$ cat src/rtl/fp16_to_fix.sv
// fp16 -> signed W-bit fixed point (F fractional bits), RNE rounding with saturation.
// Latency: s+1 edges from accept to out_valid; s = shift cycles (0 for specials and k=0).
// Backpressure: one operand in flight; in_ready only in IDLE; OUT holds until out_ready.
module fp16_to_fix #(
   parameter int W = 16,
   parameter int F = 0
) (
   input  logic         CLK,
   input  logic         RESETn,
   input  logic         in_valid,
   output logic         in_ready,
   input  logic [15:0]  in_data,
   output logic         out_valid,
   input  logic         out_ready,
   output logic [W-1:0] out_data,
   output logic [3:0]   out_flags
);

   typedef enum logic [2:0] {IDLE, LSHIFT, RSHIFT, ROUND, OUT} state_t;
   // Preset result class chosen at accept time; K_NORM goes through rounding.
   typedef enum logic [1:0] {K_NORM, K_NAN, K_SAT, K_ZERO} kind_t;

   localparam logic signed [7:0] F_S  = 8'(F);
   localparam logic signed [7:0] WM1  = 8'(W - 1);
   localparam logic [W:0]        MAXP = {2'b00, {(W-1){1'b1}}};
   localparam logic [W:0]        MINM = {2'b01, {(W-1){1'b0}}};
   localparam logic [W-1:0]      SMAX = {1'b0, {(W-1){1'b1}}};
   localparam logic [W-1:0]      SMIN = {1'b1, {(W-1){1'b0}}};

   state_t       state_q, state_d;
   kind_t        kind_q, kind_d;
   logic         sign_q, sign_d;
   logic [W:0]   mag_q, mag_d;
   logic         guard_q, guard_d;
   logic         sticky_q, sticky_d;
   logic [4:0]   cnt_q, cnt_d;
   logic [W-1:0] data_q, data_d;
   logic [3:0]   flags_q, flags_d;
   logic         rdy_q, rdy_d;

   // operand decode (only meaningful on the accept cycle)
   logic [4:0]        ex;
   logic [9:0]        mt;
   logic [10:0]       sig;
   logic [4:0]        e_eff;
   logic signed [7:0] ee;     // exponent of the leading bit in the output scale
   logic signed [7:0] k;      // left-shift amount applied to the 11-bit significand
   logic signed [7:0] nk;
   logic              accept;

   assign ex     = in_data[14:10];
   assign mt     = in_data[9:0];
   assign sig    = {(ex != 5'd0), mt};
   assign e_eff  = (ex == 5'd0) ? 5'd1 : ex;
   assign ee     = $signed({3'b000, e_eff}) + F_S - 8'sd15;
   assign k      = ee - 8'sd10;
   assign nk     = -k;
   assign accept = in_valid & rdy_q;

   // rounding datapath used in ROUND
   logic         inc;
   logic [W:0]   m_rnd;
   logic [W-1:0] m_neg;
   logic [W-1:0] res;
   logic         ovf;

   assign inc   = guard_q & (sticky_q | mag_q[0]);
   assign m_rnd = mag_q + {{W{1'b0}}, inc};
   assign m_neg = -(m_rnd[W-1:0]);

   assign in_ready  = rdy_q;
   assign out_valid = (state_q == OUT);
   assign out_data  = data_q;
   assign out_flags = flags_q;

   // state and datapath registers; reset aborts any conversion in flight
   always_ff @(posedge CLK or negedge RESETn) begin
      if (!RESETn) begin
         state_q  <= IDLE;
         kind_q   <= K_NORM;
         sign_q   <= 1'b0;
         mag_q    <= '0;
         guard_q  <= 1'b0;
         sticky_q <= 1'b0;
         cnt_q    <= '0;
         data_q   <= '0;
         flags_q  <= '0;
         rdy_q    <= 1'b0;
      end else begin
         state_q  <= state_d;
         kind_q   <= kind_d;
         sign_q   <= sign_d;
         mag_q    <= mag_d;
         guard_q  <= guard_d;
         sticky_q <= sticky_d;
         cnt_q    <= cnt_d;
         data_q   <= data_d;
         flags_q  <= flags_d;
         rdy_q    <= rdy_d;
      end
   end

   // next-state and datapath update for each FSM state
   always_comb begin
      state_d  = state_q;
      kind_d   = kind_q;
      sign_d   = sign_q;
      mag_d    = mag_q;
      guard_d  = guard_q;
      sticky_d = sticky_q;
      cnt_d    = cnt_q;
      data_d   = data_q;
      flags_d  = flags_q;
      res      = '0;
      ovf      = 1'b0;

      case (state_q)
         IDLE: begin
            if (accept) begin
               sign_d   = in_data[15];
               mag_d    = (W+1)'(sig);
               guard_d  = 1'b0;
               sticky_d = 1'b0;
               kind_d   = K_NORM;
               cnt_d    = '0;
               if (ex == 5'd31) begin
                  kind_d  = (mt != 10'd0) ? K_NAN : K_SAT;
                  state_d = ROUND;
               end else if ((ee >= WM1) && !(in_data[15] && (mt == 10'd0) && (ee == WM1))) begin
                  // magnitude >= 2^(W-1); only exactly -2^(W-1) is representable
                  kind_d  = K_SAT;
                  state_d = ROUND;
               end else if ((ex == 5'd0) && (mt == 10'd0)) begin
                  kind_d  = K_ZERO;
                  state_d = ROUND;
               end else if (k > 8'sd0) begin
                  cnt_d   = 5'(k);
                  state_d = LSHIFT;
               end else if (k < 8'sd0) begin
                  // beyond 12 shifts the 11-bit significand is fully in guard/sticky
                  cnt_d   = (nk > 8'sd12) ? 5'd12 : 5'(nk);
                  state_d = RSHIFT;
               end else begin
                  state_d = ROUND;
               end
            end
         end
         LSHIFT: begin
            mag_d = {mag_q[W-1:0], 1'b0};
            cnt_d = cnt_q - 5'd1;
            if (cnt_q == 5'd1) state_d = ROUND;
         end
         RSHIFT: begin
            mag_d    = {1'b0, mag_q[W:1]};
            guard_d  = mag_q[0];
            sticky_d = sticky_q | guard_q;
            cnt_d    = cnt_q - 5'd1;
            if (cnt_q == 5'd1) state_d = ROUND;
         end
         ROUND: begin
            case (kind_q)
               K_NAN: begin
                  data_d  = '0;
                  flags_d = 4'b1000;
               end
               K_SAT: begin
                  data_d  = sign_q ? SMIN : SMAX;
                  flags_d = 4'b0100;
               end
               K_ZERO: begin
                  data_d  = '0;
                  flags_d = 4'b0001;
               end
               default: begin
                  if (!sign_q && (m_rnd > MAXP)) begin
                     res = SMAX;
                     ovf = 1'b1;
                  end else if (sign_q && (m_rnd > MINM)) begin
                     res = SMIN;
                     ovf = 1'b1;
                  end else begin
                     res = sign_q ? m_neg : m_rnd[W-1:0];
                  end
                  data_d  = res;
                  flags_d = {1'b0, ovf, (guard_q | sticky_q), (res == '0)};
               end
            endcase
            state_d = OUT;
         end
         OUT: begin
            if (out_ready) state_d = IDLE;
         end
         default: state_d = IDLE;
      endcase

      rdy_d = (state_d == IDLE);
   end

endmodule

$ cat config.mk
export PLATFORM = sky130hd
export DESIGN_NAME = fp16_to_fix
export DESIGN_NICKNAME = d
export VERILOG_FILES = /design/src/rtl/fp16_to_fix.sv
export SDC_FILE = /design/constraint.sdc
export NUM_CORES = 1
export LEC_CHECK = 0
export CAP_MARGIN = 20
export CORE_MARGIN = 2
export CORE_UTILIZATION = 40
export CTS_BUF_LIST = sky130_fd_sc_hd__clkbuf_16
export DETAILED_ROUTE_END_ITERATION = 16
export GPL_TIMING_DRIVEN = 0
export HOLD_SLACK_MARGIN = 0.15
export PLACE_DENSITY = 0.66
export SYNTH_ARGS = -nofsm -noshare
export SYNTH_HDL_FRONTEND = slang
export SYNTH_SLANG_ARGS = --single-unit
$ cat constraint.sdc
create_clock -name CLK -period 4.65 [get_ports CLK]
set_input_delay 0.6975 -clock CLK [delete_from_list [all_inputs] [get_ports CLK]]
set_output_delay 0.6975 -clock CLK [all_outputs]
set_load 0.005 [all_outputs]
## Yosys cells after proc, flatten, opt, wreduce, memory -nomap -nowiden

Index checks and enable logic that the tools add are counted.

- Logic and storage cells: 99
- Output and inout bits: 22
- Register bits: 51
- Input bits: 20

- Equal/unequal tests: 11
- $lt $le $gt $ge: 6
- Multiplexer cells: 37
- Reduce and logical (&&, ||, !) cells: 25
- $add $sub $neg: 6
- Bitwise logic cells: 4

Operator list:

| kind | number |
|---|---|
| $mux 16 | 6 |
| $pmux 17 s3 | 1 |
| $mux 5 | 8 |
| $pmux 16 s2 | 1 |
| $add 17x1->17 | 1 |
| $gt 17x15->1 const B | 1 |
| $gt 17x16->1 const B | 1 |
| $mux 17 | 1 |
| $logic_not 16->1 | 1 |
| $mux 2 | 8 |
| $neg 16->16 | 1 |
| $pmux 3 s4 | 1 |
| $pmux 4 s3 | 1 |
| $logic_not 10->1 | 1 |
| $pmux 5 s2 | 1 |
| $reduce_bool 10->1 | 1 |
| $mux 3 | 3 |
| $gt 8x5->1 const B | 1 |
| $neg 7->8 | 1 |
| $reduce_and 2->1 | 4 |
| $gt 7x1->1 const B | 1 |
| $lt 7x1->1 const B | 1 |
| $sub 6x5->7 const B | 1 |
| $eq 3x2->1 const B | 2 |
| 24 further kinds | 40 |

## Logic depth before layout (Yosys ltp)

- Word-level depth: 14
- Gate-level depth with buffers: 13
- Depth with buffers taken out: 12

## Least setup slack after synthesis

No wires, ideal clock.

- Kind: input to register
- From: in in_data[11]
- To: reg cnt_q[0]
- Setup time: 67 ps
- Data required time: 4583 ps
- Cell stages on the path: 11
- Path slack: 1498 ps
- Arrival: 3085 ps
- Path buffers: 0
- Cells stage by stage: nor3_1 > nand2_1 > nand2b_1 > ha_1 > xnor2_1 > a221oi_1 > xor2_1 > nand3_1 > o31a_1 > o311ai_0 > and3_1

- Word-level cells in the longest chain between the ends: 14
- Elaborated cells between the ends (all ways): 23
- Classes of those cells: add/sub (3); order compare (4); eq/ne (2); mux (9); reduce/logical (5)

RTL lines:

| what | line | RTL |
|---|---|---|
| from (decl) | 12 | `input logic [15:0] in_data,` |
| $logic_not 5->1 | 54, 133 |  |
| $mux 5 | 54 | `assign e_eff = (ex == 5'd0) ? 5'd1 : ex;` |
| $sub 5x4->6 | 55 | `assign ee = $signed({3'b000, e_eff}) + F_S - 8'sd15;` |
| $sub 6x5->7 | 56 | `assign k = ee - 8'sd10;` |
| $neg 7->8 | 57 | `assign nk = -k;` |
| $gt 8x5->1 | 141 | `cnt_d = (nk > 8'sd12) ? 5'd12 : 5'(nk);` |
| $mux 5 | 141 |  |
| $mux 5 | 139 | `end else if (k < 8'sd0) begin` |
| $mux 5 | 136 | `end else if (k > 8'sd0) begin` |
| $mux 5 | 133 | `end else if ((ex == 5'd0) && (mt == 10'd0)) begin` |
| $mux 5 | 129 | `end else if ((ee >= WM1) && !(in_data[15] && (mt == 10'd0) && (ee == WM1))) begin` |
| $mux 5 * | 126 | `if (ex == 5'd31) begin` |
| $mux 5 * | 119 | `if (accept) begin` |
| $pmux 5 s2 * | 117 | `case (state_q)` |
| to (signal assigned) | 96 | `cnt_q <= cnt_d;` |
| to (decl) | 36 | `logic [4:0] cnt_q, cnt_d;` |

Every way passes the cells marked *; elsewhere a longest branch is shown, timed or not. The select of a mux whose other input is x is not followed.
A chain may end at the register's enable or synchronous reset.

## Worst setup path after layout

- From: in in_data[12]
- To: reg cnt_q[2]

Same word-level chain as after synthesis.

==> flow_summary.ini <==
[global_route]
grt_max_degree = 37
gr-usage-all-layers = 0.189
grt_pass1_wl_mm = 17.0
first_global_vias = 3561
antenna_found_initial = 0
overflow = 0

[cts]
cts-resized-gates = 0
hold_buffers = 0
cts_setup_buffers = 0
clock_latency_ns = 0.29
htreeDepth = 2
cts_buffer_depth = 2
clockRootBuffer = clkbuf_16
clock_sinks = 51
cts_buffers = 5
clkTransAtPathRegs_ns = 0.07
cts_tree = built

[pwr]
switching_share = 0.455
fin_total_pwr_w = 0.00307
combinationalPowerShare = 0.613
p_int_w = 0.00167
p_per_area_mw_per_mm2 = 648
vdd_ir_drop_max_mv = 0.373
seqPwrFrac = 0.252
switchingPower_w = 0.00140
clkPwrFrac = 0.135
p_leak_nw = 1.90

[place]
post-dp-hpwl_mm = 7.87
gp_congestion = 0.891
place_inst = 652
port_buffers = 41
place_area_sq_mm = 0.00457

[worst_setup_path]
slowest_delay_ns = 0.53
cp-start-kind = input port
regToRegSetupSlack_ns = 1.29
r2r-end = out_flags[0]$_DFFE_PN0N_
slowest_stage = a221oi_1
reg2reg_from = mag_q[0]$_DFFE_PN0P_
end_kind = flip-flop
crit_buf_inv = 1
path_depth = 12
cp_data_arrival_time_ns = 4.08
crit_required_ns = 4.81
startpoint = in_data[12]
path_class = in2reg
endpoint = cnt_q[2]$_DFFE_PN0P_
path_delay_family = compound AO/OA/AOI/OAI gates
rr_worst_depth = 11
crit_fanout = 7
crit_chain = clkdlybuf4s50_1, nor3_1, nand2_1, nand2b_1, ha_1, xnor2_1, a221oi_1, xor2_1, nand3_1, o31a_1, o311ai_0, o21ai_0

[layout]
areaGrowthSynthToFinish_pct = 19.0
finish.utilization = 0.487
final_cell_area_sq_mm = 0.00474
n_antenna_cell = 0
stdcell_count = 660
fin_nets = 558
drive_above_1_share = 0.0797

[yosys]
synth-xor-area-share = 0.0830
yosys_warnings = 0
syn_avg_cell_area_sq_um = 8.34
synth.area.mux_share = 0.0107
yosysUniqueCellTypes = 67
post_synth_fa_ha_maj_area_fraction = 0.0377
synth_compound_area_frac = 0.253
yosys_register_bits = 51
synth_top_family_by_area = compound AO/OA/AOI/OAI gates
synth_nets = 509
synthSimpleGateAreaFrac = 0.234
synth_area_sq_mm = 0.00398
synthCells = 477
synthFlopType = dfrtp_1
seq_area_frac_synth = 0.321
synth-async-reset-ratio = 1.00
synth_edf_count = 0

[timing]
max_freq_mhz = 255
max_slew.worst_pin.slew_ns = 0.934
tns_ns = 0
period_minus_slack_ns = 3.92
hold_viol = 0
fin_worst_skew_ns = 0.00672
report.final.slew_viol_count = 0
rsz0062_at_grt = no
finalCritPeriodShare = 0.843
slew_headroom = 0.376
setup_viol = 0

[flow_run]
cap_violations = 0

[floorplan]
die-area_sq_mm = 0.0108
ios = 42
die_y_um = 104
die_x_um = 104
placementRows = 36
start_util = 0.409
core_sq_mm = 0.00973

[routing]
antenna_left = 0
drt_iter0_markers = 249
avgViaCountPerCell = 5.68
wirelength_mm = 10.0
vias = 3751
drt_pass1_iterations = 5
drc_errors = 0
routedWlPerCell_um = 15.2

[hold_path]
hold_path.class = in2async

[status]
status = finished clean
-- cell usage after synthesis (6+ instances only) --
library cell / n / share of area
o31ai_1: 8 / 0.015
a31oi_1: 11 / 0.017
nor4_1: 11 / 0.017
nor2_1: 36 / 0.034
a21oi_1: 14 / 0.018
buf_2: 6 / 0.0075
ha_1: 12 / 0.038
and2_1: 7 / 0.011
nand4_1: 7 / 0.011
dfrtp_1: 51 / 0.32
and3_1: 6 / 0.0094
xnor2_1: 29 / 0.064
inv_1: 20 / 0.019
nor3_1: 12 / 0.015
o21ai_0: 41 / 0.052
a22oi_1: 11 / 0.021
a22o_1: 16 / 0.035
clkbuf_1: 22 / 0.021
nand2_1: 47 / 0.044
nand3_1: 18 / 0.023
-- stage by stage --
step,setup slack [ns],hold slack [ns]
floorplan,1.50,0.402
global placement,0.515,0.463
detailed placement,0.493,0.467
CTS,0.794,0.319
global route,0.442,0.328
finish,0.731,0.312
-- layout make-up --
class	count	area, sq um
Buffer	36	169
Clock buffer	5	125
Clock inverter	3	38.8
Fill cell	964	4990
Inverter	20	75.1
Multi-Input combinational cell	370	2460
Sequential cell	51	1280
Tap cell	133	166
Timing Repair Buffer	42	425
-- state kept, by name (all words and copies together) (netlist names) --
signal     cells
mag_q         17
out_data      16
cnt_q          5
out_flags      4
state_q        3
kind_q         2
guard_q        1
in_ready       1
sign_q         1
sticky_q       1
-- power groups by stage --
| stage | Sequential [W] | Combinational (W) | Clock [W] |
|---|---|---|---|
| floorplan | 0.000759 | 0.00134 | 0 |
| global placement | 0.000776 | 0.00183 | 0 |
| detailed placement | 0.000783 | 0.00187 | 0 |
| CTS | 0.000774 | 0.00188 | 0.000418 |
| global route | 0.000801 | 0.00209 | 0.000439 |
| finish | 0.000774 | 0.00188 | 0.000415 |
-- per-layer routing --
| metal | GRT usage | vias to the layer above | part of all wire |
|---|---|---|---|
| li1 | - | 1853 | - |
| met1 | 0.249 | 1789 | 0.46 |
| met2 | 0.323 | 96 | 0.48 |
| met3 | 0.0252 | 13 | 0.040 |
| met4 | 0.0569 | 0 | 0.014 |
| met5 | 0 | - | 0 |
-- worst min-delay path by stage --
stage                                   end  slack, ns                     from
finish              out_data[0]$_DFFE_PN0N_       0.31                   RESETn
global route        out_data[0]$_DFFE_PN0N_       0.33                   RESETn
CTS                 out_data[0]$_DFFE_PN0N_       0.32                   RESETn
detailed placement  out_data[5]$_DFFE_PN0N_       0.47  out_data[5]$_DFFE_PN0N_
global placement    out_data[5]$_DFFE_PN0N_       0.46  out_data[5]$_DFFE_PN0N_
floorplan              cnt_q[0]$_DFFE_PN0P_       0.40                   RESETn
-- worst reg2reg max path, stage by stage (launching register included) --
cell and delay, ns:
dfrtp_1 0.36, buf_4 0.16, and2_1 0.16, ha_1 0.19, buf_4 0.18, nand3_1 0.13
xor2_2 0.27, nand4_1 0.26, or4b_4 0.62, o31a_1 0.40, a211o_1 0.32, o31ai_2 0.22
-- logic make-up (layout without fill, tap and decap cells) --
family                     count (synthesis)  after routing
and+or+nand+nor                          175            175
AOI/OAI and AO/OA                        143            143
buffers and inverters                     56            106
DFF                                       51             51
xor gates and xnor gates                  36             36
adders and majority gates                 12             12
muxes                                      4              4
-- placed cells by master, fill, tap and decap left out, types with 6 or more instances in the layout --
| master | instances |
|---|---|
| a21oi_1 | 14 |
| a22o_1 | 16 |
| a22oi_1 | 11 |
| a31oi_1 | 11 |
| and2_1 | 7 |
| and3_1 | 6 |
| buf_2 | 7 |
| clkbuf_1 | 22 |
| clkdlybuf4s50_1 | 40 |
| dfrtp_1 | 51 |
| ha_1 | 12 |
| inv_1 | 20 |
| nand2_1 | 47 |
| nand3_1 | 18 |
| nand4_1 | 7 |
| nor2_1 | 36 |
| nor3_1 | 12 |
| nor4_1 | 11 |
| o21ai_0 | 41 |
| o31ai_1 | 8 |
| xnor2_1 | 29 |
No activity file was read; power rests on OpenSTA's default activity.
